==> src/rtl/spram_pkg.sv <==
// Shared types and constants for the SPRAM Wishbone bridge.
// States, default depth and the Wishbone word-address slice.
package spram_pkg;

  localparam int WORDS_DEF = 32768;
  localparam int ADR_LSB   = 2;
  localparam int ADR_MSB   = 16;
  localparam int RAM_AW    = 22;

  typedef enum logic [1:0] {
    IDLE  = 2'd0,
    READ  = 2'd1,
    ACK   = 2'd2,
    CLEAR = 2'd3
  } state_t;

endpackage

==> src/rtl/spram_clear.sv <==
// Post-reset clear sequencer: walks every word once, one per cycle.
// Only instantiated when SPRAM_CLEAR_EN is defined.
module spram_clear
  import spram_pkg::*;
#(
  parameter int WORDS = WORDS_DEF,
  parameter int AW    = (WORDS > 1) ? $clog2(WORDS) : 1
) (
  input  logic          clk,
  input  logic          start,
  output logic          busy,
  output logic          last,
  output logic [AW-1:0] addr
);

  localparam logic [AW-1:0] TOP = AW'(WORDS - 1);

  assign last = busy && (addr == TOP);

  always_ff @(posedge clk) begin
    if (start) begin
      busy <= 1'b1;
      addr <= '0;
    end else if (busy) begin
      addr <= addr + 1'b1;
      if (last) busy <= 1'b0;
    end
  end

endmodule

==> src/rtl/spram_wb_bridge.sv <==
// Wishbone classic slave onto a single-port SPRAM wrapper.
// Define SPRAM_CLEAR_EN to zero the whole array after every reset.
module spram_wb_bridge
  import spram_pkg::*;
#(
  parameter int WORDS = WORDS_DEF
) (
  input  logic        clk,
  input  logic        rst,
  input  logic [31:0] wb_adr,
  input  logic [31:0] wb_dat,
  input  logic [3:0]  wb_sel,
  input  logic        wb_we,
  input  logic        wb_cyc,
  input  logic        wb_stb,
  output logic [31:0] wb_rdt,
  output logic        wb_ack,
  output logic        busy,
  output logic [3:0]  ram_wen,
  output logic [21:0] ram_addr,
  output logic [31:0] ram_wdata,
  input  logic [31:0] ram_rdata
);

  localparam int AW = (WORDS > 1) ? $clog2(WORDS) : 1;

  state_t state;
  state_t state_n;
  logic   req;
  logic   acc_wr;

  // Upper address bits alias onto the same words by design.
  logic unused_adr;
  assign unused_adr =
    ^{wb_adr[31:ADR_MSB+1], wb_adr[ADR_LSB-1:0]};

  assign wb_ack = (state == ACK);
  assign req    = wb_cyc & wb_stb & ~wb_ack;
  assign acc_wr = ~rst & (state == IDLE) & req & wb_we;

`ifdef SPRAM_CLEAR_EN
  localparam state_t RST_STATE = CLEAR;

  logic          clr_busy;
  logic          clr_last;
  logic [AW-1:0] clr_addr;

  spram_clear #(
    .WORDS (WORDS),
    .AW    (AW)
  ) u_clear (
    .clk   (clk),
    .start (rst),
    .busy  (clr_busy),
    .last  (clr_last),
    .addr  (clr_addr)
  );

  assign busy = clr_busy;
`else
  localparam state_t RST_STATE = IDLE;
  localparam int unused_aw = AW;

  assign busy = 1'b0;
`endif

  always_comb begin
    state_n = state;
    unique case (state)
      IDLE:  if (req) state_n = wb_we ? ACK : READ;
      READ:  state_n = ACK;
      ACK:   state_n = IDLE;
`ifdef SPRAM_CLEAR_EN
      CLEAR: if (clr_last) state_n = IDLE;
`else
      CLEAR: state_n = IDLE;
`endif
      default: state_n = IDLE;
    endcase
  end

  always_ff @(posedge clk) begin
    if (rst) begin
      state  <= RST_STATE;
      wb_rdt <= '0;
    end else begin
      state <= state_n;
      if (state == READ) wb_rdt <= ram_rdata;
    end
  end

  always_comb begin
    ram_wen   = 4'h0;
    ram_wdata = wb_dat;
    ram_addr  = RAM_AW'(wb_adr[ADR_MSB:ADR_LSB]);
    if (acc_wr) ram_wen = wb_sel;
`ifdef SPRAM_CLEAR_EN
    if (!rst && state == CLEAR) begin
      ram_wen   = 4'hF;
      ram_wdata = '0;
      ram_addr  = RAM_AW'(clr_addr);
    end
`endif
  end

endmodule

==> config.mk <==
export PLATFORM = sky130hd
export DESIGN_NAME = spram_wb_bridge
export DESIGN_NICKNAME = d
export VERILOG_FILES = /design/src/rtl/spram_pkg.sv /design/src/rtl/spram_clear.sv /design/src/rtl/spram_wb_bridge.sv
export SDC_FILE = /design/constraint.sdc
export NUM_CORES = 1
export LEC_CHECK = 0
export BUFFER_PORTS_ARGS = -buffer_cell sky130_fd_sc_hd__buf_2
export CAP_MARGIN = 30
export CORE_MARGIN = 3
export CORE_UTILIZATION = 30
export DETAILED_ROUTE_END_ITERATION = 7
export HOLD_SLACK_MARGIN = 0.02
export MAX_ROUTING_LAYER = met4
export PLACE_DENSITY = 0.75
export SLEW_MARGIN = 10
export SYNTH_ARGS = -nofsm -noshare
export SYNTH_HDL_FRONTEND = slang
export SYNTH_SLANG_ARGS = --single-unit
==> constraint.sdc <==
create_clock -name clk -period 1.1 [get_ports clk]
set_input_delay 0.22 -clock clk [delete_from_list [all_inputs] [get_ports clk]]
set_output_delay 0.22 -clock clk [all_outputs]
set_load 0.01 [all_outputs]
Yosys cells after proc, flatten, opt, wreduce, memory -nomap -nowiden
Cells that the tools add are included.
Widths: inputs -> output; s select.
{"block": "op_classes", "n_eq_ne": 4, "n_mux": 4, "bitwise": 7, "reduce_logical": 2}
{"operator": "$pmux 2 s3", "n": 1}
{"operator": "$and 1x1->1", "n": 5}
{"operator": "$eq 2x2->1 const B", "n": 2}
{"operator": "$mux 2", "n": 2}
{"operator": "$mux 4", "n": 1}
{"operator": "$eq 2x1->1 const B", "n": 1}
{"operator": "$logic_not 2->1", "n": 1}
{"operator": "$ne 2x2->1 const B", "n": 1}
{"operator": "$not 1->1", "n": 2}
{"operator": "$reduce_or 2->1", "n": 1}
{"block": "word_totals", "regBits": 34, "elab_cells": 19}

Longest topological paths before layout
Gate-level depths: netlist (run 1).
{"block": "logic_depth", "depth_word": 6, "depth_mapped": 5}

Least setup slack after synthesis (run 1)
OpenSTA, ideal clock, no wires.
{"block": "synth_path", "path_kind": "reg-to-output", "start": "register state[1]", "end": "output ram_wen[0]", "t_arrival_ns": 0.901, "setup_slack_ns": -0.021, "path_stages_with_launch": 3, "n_path_buf": 0, "cell_sequence": "dfxtp_1 nor4_2 and3_1"}
{"block": "synth_via", "elab_chain_len": 6, "word_cells_on_any_way": 8, "cone_classes": "eq/ne (1); mux (1); bitwise (5); reduce/logical (1)"}
{"element": "start, declared", "line": "spram_wb_bridge.sv:27", "text": "state_t state;"}
{"element": "start signal, assigned", "line": "spram_wb_bridge.sv:87", "text": "state <= state_n;"}
{"element": "$eq 2x2->1", "line": "spram_wb_bridge.sv:37", "text": "assign wb_ack = (state == ACK);"}
{"element": "$not 1->1", "line": "spram_wb_bridge.sv:38", "text": "assign req = wb_cyc & wb_stb & ~wb_ack;"}
{"element": "$and 1x1->1", "line": "spram_wb_bridge.sv:38"}
{"element": "$and 1x1->1 * (2 in series)", "line": "spram_wb_bridge.sv:39", "text": "assign acc_wr = ~rst & (state == IDLE) & req & wb_we;"}
{"element": "$mux 4 *", "line": "spram_wb_bridge.sv:96", "text": "if (acc_wr) ram_wen = wb_sel;"}
{"element": "end, declared", "line": "spram_wb_bridge.sv:19", "text": "output logic [3:0] ram_wen,"}
Every way passes the cells marked *; elsewhere a longest branch is shown, timed or not.

Worst setup path after layout (run 1)
{"block": "layout_path", "start": "register state[0]", "end": "output ram_wen[2]"}
The elaborated chain is that of the path after synthesis.

==> impl_metrics.csv, run 1 <==
group,metric,value,unit
detailed_routing,viasPerCell,4.179,
run_status,violations,"negative setup slack",
clock_tree,clockRootBuffer,"clkbuf_8",
clock_tree,clk_pin_slew,0.06,ns
floorplan,io_pins,197,
power_and_ir_drop,max-vdd-ir-drop,0.0004475,V
clock_tree,cts_sinks,34,
synth,synth.distinct_cells,14,
synth,synth_cells,209,
sta,finalCriticalPeriod,1.428,ns
final_layout,fill_cells,573,
clock_tree,clock_latency,0.27,ns
final_layout,antenna_cells,0,
sta,fin_crit_sh,1.298,
detailed_routing,drtAntennaViolNets,0,
final_layout,layout_commonest_cell,"buf_2",
detailed_routing,wire_per_inst,11.85,um
setup_path,critical_path_arrival,1.21,ns
setup_path,worstSetupEndpointType,"output pin",
power_and_ir_drop,total_power,2.367,mW
clock_tree,cts_max_path_buffers,2,
floorplan,die_y,80.03,um
floorplan,fp-row-count,26,
setup_path,crit_start,"state[0]",
synth,seq_area_frac_synth,0.4140,
detailed_routing,drcViolationCount,0,
final_layout,fin_util,0.3793,
setup_path,critPathMaxFanout,5,
final_layout,fin_nets,353,
hold_path,min_from,"wb_we",
setup_path,crit_type,"reg2out",
floorplan,start_util,0.3159,
detailed_routing,dr.pass1.iters,4,
grt,first_global_vias,1163,
sta,report.final.slew_viol_count,0,
grt,grt_use_total,0.1156,
sta,finalClockSkew,0.002905,ns
grt,grt_max_degree,34,
grt,grt_pass1_wl,5.526,mm
hold_path,hold_path_class,"in2reg",
detailed_routing,vias,1329,
power_and_ir_drop,p_per_area,1199,nW/um2
clock_tree,cts_tree,"done",
clock_tree,htreeDepth,2,
floorplan,die_x,80.03,um
clock_tree,hold_buffers,0,
setup_path,regToRegStartpoint,"state[0]",
power_and_ir_drop,leakagePower,0.9199,nW
synth,ys_seq_elements,34,
synth,avgSynthCellArea,7.866,um2
detailed_routing,wirelength,3.767,mm
final_layout,drive_gt1_frac,0.4274,
detailed_routing,dr.first_iter.drc_count,46,
sta,rsz0062_at_grt,"yes",
setup_path,cp-start-kind,"flop",
final_layout,syn2layout_area_growth,20.09,%
sta,timing.fmax,700.2,MHz
run,cap_viol_max_count,0,
placed_design,gp_congestion,0.6471,
sta,setup_viol,37,
placed_design,hpwlAfterDp,2.617,mm
setup_path,required,0.88,ns
synth,ys_warn_count,0,
floorplan,core-area,5205,um2
grt,antenna_found_initial,0,
run_status,status,"complete, but fails checks",
floorplan,die-area,6405,um2
placed_design,port-buffer-count,77,
sta,hold_viol_final,0,
grt,overflow,0,
synth,netlist_area,1644,um2
sta,layout_setup_ws,-0.3282,ns
sta,hold_slack,0.1558,ns
final_layout,final_cell_mix,"buf_2, nand2_1, dfxtp_1, a21oi_1, conb_1",
clock_tree,cts_buffers,5,
## per-stage QoR
stage / cells / setup TNS, ns / setup slack [ns] / instance area, um2
final: 318 / -3.070 / -0.3282 / 1974
after floorplan: 216 / 0 / 0.03876 / 1682
after detailed placement: 303 / -1.261 / -0.1755 / 1744
after CTS: 313 / -3.838 / -0.3512 / 1879
after global routing: 318 / -5.971 / -0.4457 / 1974
after global placement: 303 / -0.5865 / -0.1397 / 1744
## worst max-delay path, cell delays in order (launching register included)
cell and delay [ns]:
dfxtp_2 0.33, nor4_4 0.27, and3_1 0.21, buf_2 0.13
## synthesized netlist by cell type
library cell  count  area, um2
a21oi_1          32      160.2
a31oi_1           1      6.260
and3_1            4      25.02
buf_2             4      20.02
buf_4            55      412.9
buf_6             3      33.78
clkbuf_1          4      15.01
conb_1            1      3.750
dfxtp_1          34      680.7
nand2_1          65      244.0
nand2b_1          1      6.260
nor2b_1           3      18.77
nor3_1            1      5.000
nor4_2            1      12.51
## per-layer routing
layer	vias up	global-route usage	part of all wire
met5	-	-	0
met4	0	0.05743	0.028
met3	19	0.04628	0.091
met2	72	0.1747	0.47
met1	564	0.1325	0.41
li1	674	-	-
## state kept, by name, indices dropped and copies added, names as in the netlist
name / count
state: 2
wb_rdt: 32
## kinds of logic after synthesis
kind of cell,Yosys count,synth area share
AOI/OAI and AO/OA,33,0.1012
buffers and inverters,66,0.2930
DFF,34,0.4140
other,1,0.002281
and+or+nand+nor,75,0.1895
## cell type report
type / count / area, um2 / share of cell area
Sequential cell: 34 / 683.2 / 0.3460
Timing Repair Buffer: 91 / 580.6 / 0.2940
Multi-Input combinational cell: 116 / 546.8 / 0.2769
Tap cell: 70 / 87.58 / 0.04436
Clock buffer: 7 / 76.32 / 0.03866
## where the power goes
part           internal [mW]  total (mW)  switching [mW]
combinational          0.128       0.253           0.126
sequential              1.26        1.27          0.0142
clock                  0.435       0.842           0.406
## final timing paths
check | endpoint | slack, ns | depth (start not counted)
setup reg to reg | wb_rdt[29] | -0.09 | 6
setup / recovery | ram_wen[2] | -0.33 | 3
hold reg to reg | wb_rdt[22] | 0.45 | 2
hold / removal | state[0] | 0.16 | 2
## timing repair
action | in CTS | in global routing
pin swaps | 3 | 0
resized for setup | 12 | 6
buffers inserted | 3 | 4
cloned | 1 | 2
endpoints found under the setup margin | 37 | 37
Note: power is estimated with default switching activity, not from simulation.
==> inputs of run 2 (changes only) <==
Settings changed: REMOVE_ABC_BUFFERS from default to 1.
==> run 2 against run 1 <==
The run still ends with negative setup slack left. Flip-flop and latch count unchanged. Critical path depth is the same. Register-to-register slack better by 0.05 ns. Sequential power about the same. Largest power group unchanged. Critical path type unchanged. Power is 1.2% higher. Worst setup slack improved by 0.00052 ns. Largest cell class unchanged.
==> impl_metrics.csv, run 2 (synthesis gave the netlist of run 1 again) <==
group,metric,value,unit
run_status,status,"complete, but fails checks",
run_status,violations,"negative setup slack",
floorplan,die_x,80.03,um
clock_tree,cts_max_path_buffers,2,
sta,finalCriticalPeriod,1.428,ns
floorplan,fp-row-count,26,
placed_design,dp.cells,305,
clock_tree,cts_buffers,5,
detailed_routing,dr.first_iter.drc_count,71,
detailed_routing,vias,1493,
sta,hold_viol_final,0,
grt,grt_use_total,0.2426,
setup_path,path_delay_family,"simple AND/OR/NAND/NOR gates",
setup_path,cp-start-kind,"flop",
final_layout,largest_reg_flops,32,
clock_tree,cts_sinks,34,
final_layout,top_register,"wb_rdt",
floorplan,io_pins,197,
sta,finalClockSkew,0.006794,ns
detailed_routing,wirelength,7.824,mm
floorplan,die_y,80.03,um
final_layout,syn2layout_area_growth,22.22,%
detailed_routing,wire_per_inst,24.84,um
placed_design,gp_congestion,0.7778,
final_layout,final_cell_mix,"buf_2, nand2_1, dfxtp_1, a21oi_2, nand2_2",
detailed_routing,viasPerCell,4.740,
clock_tree,clk_pin_slew,0.07,ns
setup_path,path_buf_inv,1,
clock_tree,cts_tree,"done",
final_layout,layout_commonest_cell,"buf_2",
final_layout,finalNonFillerCells,315,
hold_path,hold_path_class,"in2reg",
setup_path,critPathMaxFanout,5,
setup_path,critPathMaxStageDelay,0.33,ns
sta,report.final.slew_viol_count,0,
power_and_ir_drop,p_per_area,1192,nW/um2
final_layout,drive_gt1_frac,0.5551,
final_layout,fin_nets,350,
clock_tree,clock_latency,0.28,ns
sta,fin_crit_sh,1.298,
floorplan,die-area,6405,um2
grt,overflow,0,
grt,antenna_found_initial,0,
placed_design,hpwlAfterDp,6.455,mm
clock_tree,hold_buffers,0,
detailed_routing,drcViolationCount,0,
setup_path,cp_slowest_cell,"dfxtp_2",
final_layout,fin_util,0.3861,
setup_path,worstPathCellList,"nor4_4 -> and3_1 -> buf_2",
final_layout,antenna_cells,0,
floorplan,core-area,5205,um2
power_and_ir_drop,max-vdd-ir-drop,0.0005196,V
detailed_routing,dr.pass1.iters,4,
sta,layout_setup_ws,-0.3277,ns
placed_design,pre_cts_ws,-0.1576,ns
placed_design,port-buffer-count,77,
power_and_ir_drop,leakagePower,0.9016,nW
sta,timing.fmax,700.4,MHz
final_layout,top_regs,"wb_rdt: 32 flops, state: 2 flops",
floorplan,start_util,0.3159,
grt,grt_pass1_wl,10.15,mm
run,cap_viol_max_count,0,
setup_path,critical_path_arrival,1.21,ns
clock_tree,clockRootBuffer,"clkbuf_8",
clock_tree,htreeDepth,2,
sta,setup_viol,32,
setup_path,required,0.88,ns
setup_path,crit_type,"reg2out",
setup_path,worstSetupEndpointType,"output pin",
grt,grt_max_degree,34,
grt,first_global_vias,1311,
sta,setup_tns,-1.792,ns
sta,rsz0062_at_grt,"yes",
detailed_routing,drtAntennaViolNets,0,
run 2: changes by cell type in the layout (fill, tap and decap cells not counted), sizes merged:
cell	previous run	this run
buf	89	87
clkbuf	9	8
run 2: worst paths after layout:
kind              start  cells past startpoint    endpoint  slack, ns
max            state[1]                      3  ram_wen[1]      -0.33
min               wb_we                      2    state[0]       0.14
max reg2reg    state[1]                      5  wb_rdt[15]      -0.04
min reg2reg  wb_rdt[27]                      2  wb_rdt[27]       0.45
run 2: layout make-up:
class	instances	area, um2
Timing Repair Buffer	88	501.7
Tap cell	70	87.58
Multi-Input combinational cell	116	658.1
Sequential cell	34	685.7
Clock buffer	7	76.32
Fill cell	566	3196
run 2: report_power, final:
group / switching (mW) / internal [mW] / leakage (nW)
clock network: 0.421 / 0.436 / 0.0383
registers: 0.0154 / 1.26 / 0.276
logic: 0.148 / 0.120 / 0.587
total: 0.584 / 1.81 / 0.902
run 2: timing repair:
item	4_1_cts	5_1_grt
pin swaps	15	8
cloned	3	0
endpoints found under the hold margin	0	0
buffers inserted	1	0
gates resized for setup	30	29
endpoints found under the setup margin	31	37
run 2: stage by stage:
step | power [mW] | area (um2) | hold slack, ns
finish | 2.396 | 2009 | 0.1377
detailed placement | 1.517 | 1724 | 0.4378
CTS | 2.411 | 1928 | 0.1257
global placement | 1.513 | 1724 | 0.4360
global route | 2.512 | 2009 | 0.1343
floorplan | 1.372 | 1189 | 0.2891
run 2: per-layer routing:
metal  share of wire  global-route usage
met5               0                   -
met4          0.0046             0.03041
met3            0.33              0.3567
met2            0.43              0.3568
met1            0.24              0.1651
